[config.mk]
export PLATFORM = sky130hd
export DESIGN_NAME = vp_pattern_gen_flat
export DESIGN_NICKNAME = d
export VERILOG_FILES = /design/src/rtl/vp_pattern_gen_if.sv /design/src/rtl/vp_pattern_gen.sv /design/src/flat_wrapper.sv
export SDC_FILE = /design/constraint.sdc
export NUM_CORES = 1
export LEC_CHECK = 0
export CAP_MARGIN = 20
export CORE_MARGIN = 2
export CORE_UTILIZATION = 55
export CTS_CLUSTER_SIZE = 28
export DETAILED_ROUTE_END_ITERATION = 10
export GPL_TIMING_DRIVEN = 0
export PLACE_DENSITY = 0.79
export SYNTH_ARGS = -nofsm -noshare
export SYNTH_HDL_FRONTEND = slang
export SYNTH_SLANG_ARGS = --single-unit
[constraint.sdc]
create_clock -name clk -period 2.1 [get_ports clk]
set_clock_uncertainty 0.05 [all_clocks]
set_input_delay 0.315 -clock clk [delete_from_list [all_inputs] [get_ports clk]]
set_output_delay 0.315 -clock clk [all_outputs]
set_load 0.1 [all_outputs]
[src/rtl/vp_pattern_gen_if.sv]
// Video timing/pixel bundle between vp_pattern_gen and its consumer.
// pattern_sel exists only when VP_PATGEN_CHECKER_EN is defined.
interface vp_pattern_gen_if;
  logic        en;
`ifdef VP_PATGEN_CHECKER_EN
  logic        pattern_sel;
`endif
  logic        de_out;
  logic        h_sync_out;
  logic        v_sync_out;
  logic [23:0] pixel_out;
  logic        frame_start;

`ifdef VP_PATGEN_CHECKER_EN
  modport master (input en, input pattern_sel,
                  output de_out, output h_sync_out, output v_sync_out,
                  output pixel_out, output frame_start);
  modport slave  (output en, output pattern_sel,
                  input de_out, input h_sync_out, input v_sync_out,
                  input pixel_out, input frame_start);
`else
  modport master (input en,
                  output de_out, output h_sync_out, output v_sync_out,
                  output pixel_out, output frame_start);
  modport slave  (output en,
                  input de_out, input h_sync_out, input v_sync_out,
                  input pixel_out, input frame_start);
`endif
endinterface

[src/rtl/vp_pattern_gen.sv]
// Free-running video timing + test pattern source (8 colour bars by default).
// Define VP_PATGEN_CHECKER_EN to add the checkerboard and the pattern_sel input.
module vp_pattern_gen #(
  parameter int H_ACTIVE = 640,
  parameter int H_FP     = 16,
  parameter int H_SYNC   = 96,
  parameter int H_BP     = 48,
  parameter int V_ACTIVE = 480,
  parameter int V_FP     = 10,
  parameter int V_SYNC   = 2,
  parameter int V_BP     = 33,
  parameter int CHK_LOG2 = 3
) (
  input  logic             clk,
  input  logic             rst,
  vp_pattern_gen_if.master vp
);
  localparam logic [11:0] H_ACT  = 12'(H_ACTIVE);
  localparam logic [11:0] HS_BEG = 12'(H_ACTIVE + H_FP);
  localparam logic [11:0] HS_END = 12'(H_ACTIVE + H_FP + H_SYNC);
  localparam logic [11:0] H_LAST = 12'(H_ACTIVE + H_FP + H_SYNC + H_BP - 1);
  localparam logic [11:0] V_ACT  = 12'(V_ACTIVE);
  localparam logic [11:0] VS_BEG = 12'(V_ACTIVE + V_FP);
  localparam logic [11:0] VS_END = 12'(V_ACTIVE + V_FP + V_SYNC);
  localparam logic [11:0] V_LAST = 12'(V_ACTIVE + V_FP + V_SYNC + V_BP - 1);
  localparam logic [11:0] BAR_W  = 12'(H_ACTIVE / 8);

  typedef enum logic {IDLE, RUN} state_t;

  state_t      state;
  logic [11:0] h_cnt, v_cnt;
  logic [11:0] bar_pos;
  logic [2:0]  bar_idx;
  logic        active, hs, vs, at_origin, at_end;
  logic [23:0] pix;

  function automatic logic [23:0] bar_rgb(input logic [2:0] idx);
    case (idx)
      3'd0:    bar_rgb = 24'hFFFFFF;
      3'd1:    bar_rgb = 24'hFFFF00;
      3'd2:    bar_rgb = 24'h00FFFF;
      3'd3:    bar_rgb = 24'h00FF00;
      3'd4:    bar_rgb = 24'hFF00FF;
      3'd5:    bar_rgb = 24'hFF0000;
      3'd6:    bar_rgb = 24'h0000FF;
      default: bar_rgb = 24'h000000;
    endcase
  endfunction

  assign active    = (h_cnt < H_ACT) && (v_cnt < V_ACT);
  assign hs        = (h_cnt >= HS_BEG) && (h_cnt < HS_END);
  assign vs        = (v_cnt >= VS_BEG) && (v_cnt < VS_END);
  assign at_origin = (h_cnt == 12'd0) && (v_cnt == 12'd0);
  assign at_end    = (h_cnt == H_LAST) && (v_cnt == V_LAST);

`ifdef VP_PATGEN_CHECKER_EN
  // The (0,0) pixel must already use the newly sampled selection.
  logic pat_q, pat_cur;
  assign pat_cur = at_origin ? vp.pattern_sel : pat_q;
  always_comb begin
    pix = bar_rgb(bar_idx);
    if (pat_cur)
      pix = (h_cnt[CHK_LOG2] ^ v_cnt[CHK_LOG2]) ? 24'h000000 : 24'hFFFFFF;
  end
`else
  logic unused_chk_log2;
  assign unused_chk_log2 = ^12'(CHK_LOG2);
  always_comb pix = bar_rgb(bar_idx);
`endif

  always_ff @(posedge clk) begin
    if (rst) begin
      state          <= IDLE;
      h_cnt          <= '0;
      v_cnt          <= '0;
      bar_pos        <= '0;
      bar_idx        <= '0;
      vp.de_out      <= 1'b0;
      vp.h_sync_out  <= 1'b0;
      vp.v_sync_out  <= 1'b0;
      vp.pixel_out   <= '0;
      vp.frame_start <= 1'b0;
`ifdef VP_PATGEN_CHECKER_EN
      pat_q          <= 1'b0;
`endif
    end else begin
      case (state)
        IDLE: begin
          vp.de_out      <= 1'b0;
          vp.h_sync_out  <= 1'b0;
          vp.v_sync_out  <= 1'b0;
          vp.pixel_out   <= '0;
          vp.frame_start <= 1'b0;
          if (vp.en) state <= RUN;
        end
        RUN: begin
          vp.de_out      <= active;
          vp.h_sync_out  <= hs;
          vp.v_sync_out  <= vs;
          vp.pixel_out   <= active ? pix : 24'h000000;
          vp.frame_start <= at_origin;
`ifdef VP_PATGEN_CHECKER_EN
          if (at_origin) pat_q <= vp.pattern_sel;
`endif
          // Counters wrap to (0,0) at frame end, which is also the IDLE hold value.
          if (h_cnt == H_LAST) begin
            h_cnt   <= '0;
            v_cnt   <= (v_cnt == V_LAST) ? 12'd0 : v_cnt + 12'd1;
            bar_pos <= '0;
            bar_idx <= '0;
          end else begin
            h_cnt <= h_cnt + 12'd1;
            if (bar_pos == BAR_W - 12'd1) begin
              bar_pos <= '0;
              if (bar_idx != 3'd7) bar_idx <= bar_idx + 3'd1;
            end else begin
              bar_pos <= bar_pos + 12'd1;
            end
          end
          if (at_end && !vp.en) state <= IDLE;
        end
        default: state <= IDLE;
      endcase
    end
  end
endmodule

[src/flat_wrapper.sv]
// flat-port wrapper written by rule: the top's interface ports become plain ports
module vp_pattern_gen_flat 
#(
  parameter int H_ACTIVE = 640,
  parameter int H_FP     = 16,
  parameter int H_SYNC   = 96,
  parameter int H_BP     = 48,
  parameter int V_ACTIVE = 480,
  parameter int V_FP     = 10,
  parameter int V_SYNC   = 2,
  parameter int V_BP     = 33,
  parameter int CHK_LOG2 = 3
)
  (clk, rst, vp_en, vp_de_out, vp_h_sync_out, vp_v_sync_out, vp_pixel_out, vp_frame_start);
  vp_pattern_gen_if vp_i ();
  input  logic clk;
  input  logic rst;
  input wire logic [$bits(vp_i.en)-1:0] vp_en;
  output wire logic [$bits(vp_i.de_out)-1:0] vp_de_out;
  output wire logic [$bits(vp_i.h_sync_out)-1:0] vp_h_sync_out;
  output wire logic [$bits(vp_i.v_sync_out)-1:0] vp_v_sync_out;
  output wire logic [$bits(vp_i.pixel_out)-1:0] vp_pixel_out;
  output wire logic [$bits(vp_i.frame_start)-1:0] vp_frame_start;
  assign vp_i.en = vp_en;
  assign vp_de_out = vp_i.de_out;
  assign vp_h_sync_out = vp_i.h_sync_out;
  assign vp_v_sync_out = vp_i.v_sync_out;
  assign vp_pixel_out = vp_i.pixel_out;
  assign vp_frame_start = vp_i.frame_start;
  vp_pattern_gen #(.H_ACTIVE(H_ACTIVE), .H_FP(H_FP), .H_SYNC(H_SYNC), .H_BP(H_BP), .V_ACTIVE(V_ACTIVE), .V_FP(V_FP), .V_SYNC(V_SYNC), .V_BP(V_BP), .CHK_LOG2(CHK_LOG2)) u_core (.clk(clk), .rst(rst), .vp(vp_i));
endmodule
==> results.cfg, run 1 <==
[global_route]
antenna_found_initial = 0
overflow = 0
grt_pass1_wl_um = 8090
grt_max_degree = 14
grt_use_total_pct = 19.3
grt_pass1_vias = 1858

[clock_network]
h-tree-depth = 2
cts_max_path_buffers = 2
numCtsBuffers = 5
root_buffer = clkbuf_8
path_clk_slew_ns = 0.08
clk-insertion-delay-late_ns = 0.29
cts_tree = done
ctsHoldBuffers = 0
clock_sinks = 47

[sta]
relSlewSlack_pct = 35.7
setup_violations = 0
finalWorstSetupSlack_ns = 0.0766
drv_slew = 0
fin_crit_sh_pct = 96.4
grt_setup_unrepaired = no
timing.fmax_ghz = 0.494
tightest_slew_ns = 0.963
layout_min_cycle_time_ns = 2.02
hold_viol = 0
fin_setup_tns_ns = 0

[placed_design]
placed_cell_area_um2 = 2860
placedCellCount = 372
gp_congestion = 0.803
dpl_worst_slack_ns = -0.231
numPortBuffers = 30
hpwlAfterDp_um = 3520

[yosys]
ys_warn_count = 0
synth_flop_cell = dfxtp_1
ys_ff_latch = 47
synth_cells = 290
syn_nets = 304
synth-edff-count = 0
syn_area_per_cell_um2 = 8.59
yosysUniqueCellTypes = 46
async_flop_share_pct = 0
yosysSeqAreaShare_pct = 37.8
syn_area_um2 = 2490

[floorplan]
dieArea_um2 = 5080
core_area_um2 = 4350
io_pins = 31
rows = 24
die_width_um = 71.3
die_h_um = 71.3
start_util_pct = 57.2

[layout]
syn2layout_area_growth_pct = 14.6
layout-drive-gt1-share_pct = 21.2
num_antenna_cells = 0
fin_area_um2 = 2850
layout.nets = 343
final_cells = 382

[route]
dr.pass1.iters = 4
wl_per_cell_um = 12.6
drt_iter0_drc = 92
vias = 2130
antenna_left = 0
viasPerCell = 5.58
drc = 0
wl_um = 4810

[worst_setup_path]
cp_slowest_stage_delay_ns = 0.60
critPathMostFrequentCell = or4_1
critPathKind = input pin to flop
path_cells = clkdlybuf4s50_1, nand2b_1, or4_1, or4_1, nor3_1
cp-start-kind = input pin
cp.required_ns = 2.26
crit_path_end_kind = flop
path_max_fanout = 4
worst_path_max_delay_cell = or4_1
worstPathArrival_ns = 2.18

[status]
status = finished clean

[power]
powerDensity_nw_per_um2 = 616
ir_drop_mv = 0.564
fin_total_pwr_mw = 1.76
p_leak_nw = 1.17

[run]
maxCapViolations = 0

[hold_path]
hold_class = flop to flop
[worst max-delay path, delay by kind of cell]
family | cells | cell delay, ns
buf+inv | 1 | 0.41
simple gates | 4 | 1.45
[routing by layer]
metal  GRT usage [%]  part of all wire (%)
met2            32.0                    45
met1            25.7                    48
met5               0                     0
met4            3.77                  0.56
met3            4.78                   6.1
[cells in the mapped netlist, types with 2 or more instances]
master,instances,area (µm²)
and4_2,3,30.0
buf_4,21,158
nand3b_1,2,15.0
and3_2,2,15.0
o31ai_1,2,15.0
nand4_1,16,100
or3_2,2,15.0
inv_1,12,45.0
dfxtp_1,47,941
a21oi_1,19,95.1
nor3_1,7,35.0
buf_2,4,20.0
nand2_1,12,45.0
and4_1,2,17.5
nand3_1,18,90.1
nor2b_1,2,12.5
xor2_1,9,78.8
and4b_1,2,20.0
o21ai_0,11,55.1
nor2_1,30,113
nor4_1,5,31.3
clkbuf_1,5,18.8
ha_1,11,138
xnor2_1,11,96.3
or4_1,3,22.5
or3_1,9,56.3
and3_1,4,25.0
[where the power goes]
part	total, mW	internal [mW]	leakage [nW]	switching [mW]
combinational	0.324	0.0698	0.743	0.255
sequential	0.921	0.905	0.381	0.0160
clock	0.514	0.234	0.0422	0.280
[state kept, by name, summed over array words and instances, names as in the netlist]
name / flops
u_core.vp.h_sync_out: 1
u_core.h_cnt: 12
u_core.vp.pixel_out: 3
u_core.vp.v_sync_out: 1
u_core.bar_idx: 3
u_core.vp.frame_start: 1
u_core.state: 1
u_core.vp.de_out: 1
u_core.v_cnt: 12
u_core.bar_pos: 12
[logic make-up (layout without fill, tap and decap cells)]
| group | after synthesis | in the layout | synth area share, % |
|---|---|---|---|
| and+or+nand+nor | 130 | 130 | 30.5 |
| xor gates and xnor gates | 20 | 20 | 7.04 |
| buffers and inverters | 42 | 82 | 9.70 |
| DFF | 47 | 47 | 37.8 |
| AOI/OAI and AO/OA | 39 | 39 | 9.05 |
| muxes | 1 | 1 | 0.402 |
| adders and majority gates | 11 | 11 | 5.53 |
[what timing repair did]
action | 4_1_cts | 5_1_grt
setup endpoints to repair | 27 | 38
resized for setup | 42 | 32
pin swaps | 0 | 3
gates cloned | 0 | 0
buffers inserted | 0 | 2
[final cells by class]
type                            instances  area, µm²
Fill cell                             392       1500
Multi-Input combinational cell        201       1310
Sequential cell                        47        943
Timing Repair Buffer                   32        208
Buffer                                 30        201
Clock buffer                            7       76.3
Tap cell                               52       65.1
Inverter                               12       45.0
Clock inverter                          1       5.00
[final timing paths]
path                     start  cells after the start                     end  slack (ns)
max reg2reg    u_core.h_cnt[7]                      4         u_core.v_cnt[9]        0.13
min          u_core.bar_pos[1]                      2       u_core.bar_pos[1]        0.44
max                        rst                      5  u_core.vp.pixel_out[7]        0.08
min reg2reg  u_core.bar_pos[1]                      2       u_core.bar_pos[1]        0.44
[layout by cell type (no fill, tap or decap), drive strengths merged, types with 7 or more instances in the layout]
cell type / synthesis / routed
nand3: 18 / 18
or3: 11 / 11
nor2: 30 / 30
dfxtp: 47 / 47
inv: 12 / 12
ha: 11 / 11
nand2: 12 / 12
xor2: 9 / 9
buf: 25 / 26
nor3: 7 / 7
nand4: 17 / 17
clkbuf: 5 / 34
xnor2: 11 / 11
a21oi: 20 / 20
o21ai: 11 / 11
[metrics by stage]
stage	hold WS (ns)	utilization, %
finish	0.441	65.5
global route	0.465	65.5
CTS	0.445	67.0
detailed placement	0.431	65.6
global placement	0.419	65.6
floorplan	0.394	-
Power figures use the tool's default switching activity.
==> run 2: changes to the inputs <==
Settings changed: CTS_CLUSTER_SIZE 28 to default, PLACE_DENSITY 0.79 to default, PLACE_DENSITY_LB_ADDON from default to 0.2, RECOVER_POWER from default to 50.
==> run 2 against run 1 <==
Against the previous run:
- utilization increased by 0.26 points
- design area increased by 0.39%
- register-to-register slack got worse by 0.03 ns
- power increased by 8.8%
- flip-flop and latch count unchanged
- count of clock-buffer cells in the layout decreased by 1
- setup slack improved by 0.022 ns
- highest routed layer unchanged
- non-clock buffer count unchanged
- final cell count unchanged
- sequential share of layout area decreased by 0.22 points
- wire length increased by 4.8%
- largest cell class unchanged
==> results.cfg, run 2 (synthesis gave the netlist of run 1 again) <==
[route]
drt_iter0_drc = 210
met3WireLength_um = 277
wl_per_cell_um = 13.2
dr.pass1.iters = 4
wl_met2_um = 2380
met1_length_um = 2330
drc = 0
viasPerCell = 5.63
wl_um = 5040
routed.top_layer = met4
vias = 2150
antenna_left = 0

[placed_design]
dpl_worst_slack_ns = -0.212
numPortBuffers = 30
hpwlAfterDp_um = 3640
gp_congestion = 0.855
placed_cell_area_um2 = 2860

[worst_setup_path]
rr_endpoint = u_core.vp.pixel_out[7]
critPathKind = input pin to flop
cp_slowest_stage_delay_ns = 0.60
path_cells = clkdlybuf4s50_1, nand2b_1, or4_1, or4_1, nor3_1
worstPathArrival_ns = 2.17
cp_num_cells = 5
crit_start = rst
reg2regPathDepth = 4
cp-start-kind = input pin
cp.required_ns = 2.27
worstSetupEndpoint = u_core.vp.pixel_out[7]
path_max_fanout = 4
cpLargestDelayFamily = simple AND/OR/NAND/NOR gates
crit_path_end_kind = flop
reg2reg_slack_ns = 0.1
worst_path_max_delay_cell = or4_1
r2r-start = u_core.state
path_buf_inv = 1
critPathMostFrequentCell = or4_1

[clock_network]
cts_max_path_buffers = 2
numCtsBuffers = 5
h-tree-depth = 2
root_buffer = clkbuf_8
ctsHoldBuffers = 0
clock_sinks = 47
path_clk_slew_ns = 0.08
cts_tree = done
clk-insertion-delay-late_ns = 0.30

[floorplan]
die_h_um = 71.3
rows = 24
die_width_um = 71.3
start_util_pct = 57.2
core_area_um2 = 4350
io_pins = 31
dieArea_um2 = 5080

[sta]
drv_slew = 0
setup_violations = 0
grt_setup_unrepaired = no
layout_min_cycle_time_ns = 2.00
finalWorstSetupSlack_ns = 0.0983
relSlewSlack_pct = 22.3
timing.fmax_ghz = 0.500
fin_crit_sh_pct = 95.3
hold_viol = 0
tightest_slew_ns = 1.17
hold_ws_ns = 0.442

[layout]
syn2layout_area_growth_pct = 15.1
fin_area_um2 = 2870
layout_common_cells = 47 x dfxtp_1, 30 x nor2_1, 21 x clkbuf_4, 21 x clkbuf_2, 19 x a21oi_1
reg_top3 = u_core.bar_pos x12, u_core.h_cnt x12, u_core.v_cnt x12
layout.nets = 343
utilization_pct = 65.8
num_antenna_cells = 0
final_common_cell = dfxtp_1
layout-drive-gt1-share_pct = 21.2

[global_route]
grt_use_total_pct = 20.9
grt_pass1_wl_um = 8670
grt_max_degree = 15
antenna_found_initial = 0
grt_pass1_vias = 1918
overflow = 0

[power]
clockPowerShare_pct = 35.3
ir_drop_mv = 0.405
p_sw_share_pct = 29.3
power_frac_seq_pct = 48.0
combPwrFrac_pct = 16.7
netSwitchingPower_mw = 0.560
fin_total_pwr_mw = 1.91
p_int_mw = 1.35
powerDensity_nw_per_um2 = 668
p_leak_nw = 1.14

[status]
status = finished clean

[run]
maxCapViolations = 0

[hold_path]
hold_class = flop to flop
==> run 2: area by class of cell <==
cell class	count	area, µm²
buffer	30	199
clock buffer	6	82.6
tap	52	65.1
multi-input combinational	201	1310
timing repair buffer	32	188
sequential	47	941
inverter	12	45.0
clock inverter	2	35.0
fill	398	1490
==> run 2: power groups by stage <==
stage | clock [mW] | sequential, mW | combinational, mW
after global routing | 0.732 | 0.922 | 0.332
after CTS | 0.696 | 0.919 | 0.333
after global placement | 0 | 0.940 | 0.345
final | 0.676 | 0.919 | 0.319
after floorplan | 0 | 0.978 | 0.239
after detailed placement | 0 | 0.940 | 0.347
==> run 2: how the worst min path moves through the flow <==
stage,from,end,slack (ns),cells past startpoint
floorplan,vp_en,u_core.state,0.39,2
detailed placement,u_core.bar_pos[1],u_core.bar_pos[1],0.43,2
global route,u_core.bar_pos[1],u_core.bar_pos[1],0.47,2
global placement,u_core.bar_pos[1],u_core.bar_pos[1],0.42,2
finish,u_core.bar_pos[1],u_core.bar_pos[1],0.44,2
CTS,u_core.bar_pos[1],u_core.bar_pos[1],0.44,2
==> run 2: per-layer routing <==
metal  GRT usage (%)  vias to the layer above
li1                -                     1087
met1            28.2                     1007
met2            33.1                       52
met3            5.06                        4
met4            6.92                        0
met5               0                        -
==> run 2: timing repair <==
action	4_1_cts	5_1_grt
setup buffers	0	2
pin swaps	0	2
gates resized for setup	49	23
endpoints found under the setup margin	28	32
==> run 2: per-stage QoR <==
| stage | instances | TNS, ns |
|---|---|---|
| finish | 382 | 0 |
| global route | 382 | 0 |
| CTS | 380 | 0 |
| detailed placement | 372 | -0.506 |
| global placement | 372 | -0.552 |
| floorplan | 290 | 0 |
==> run 2: worst min-delay path, delay by kind of cell, from the launching register on <==
family          cells  cell delay, ns
simple gates        1            0.07
flops               1            0.33
compound gates      1            0.05
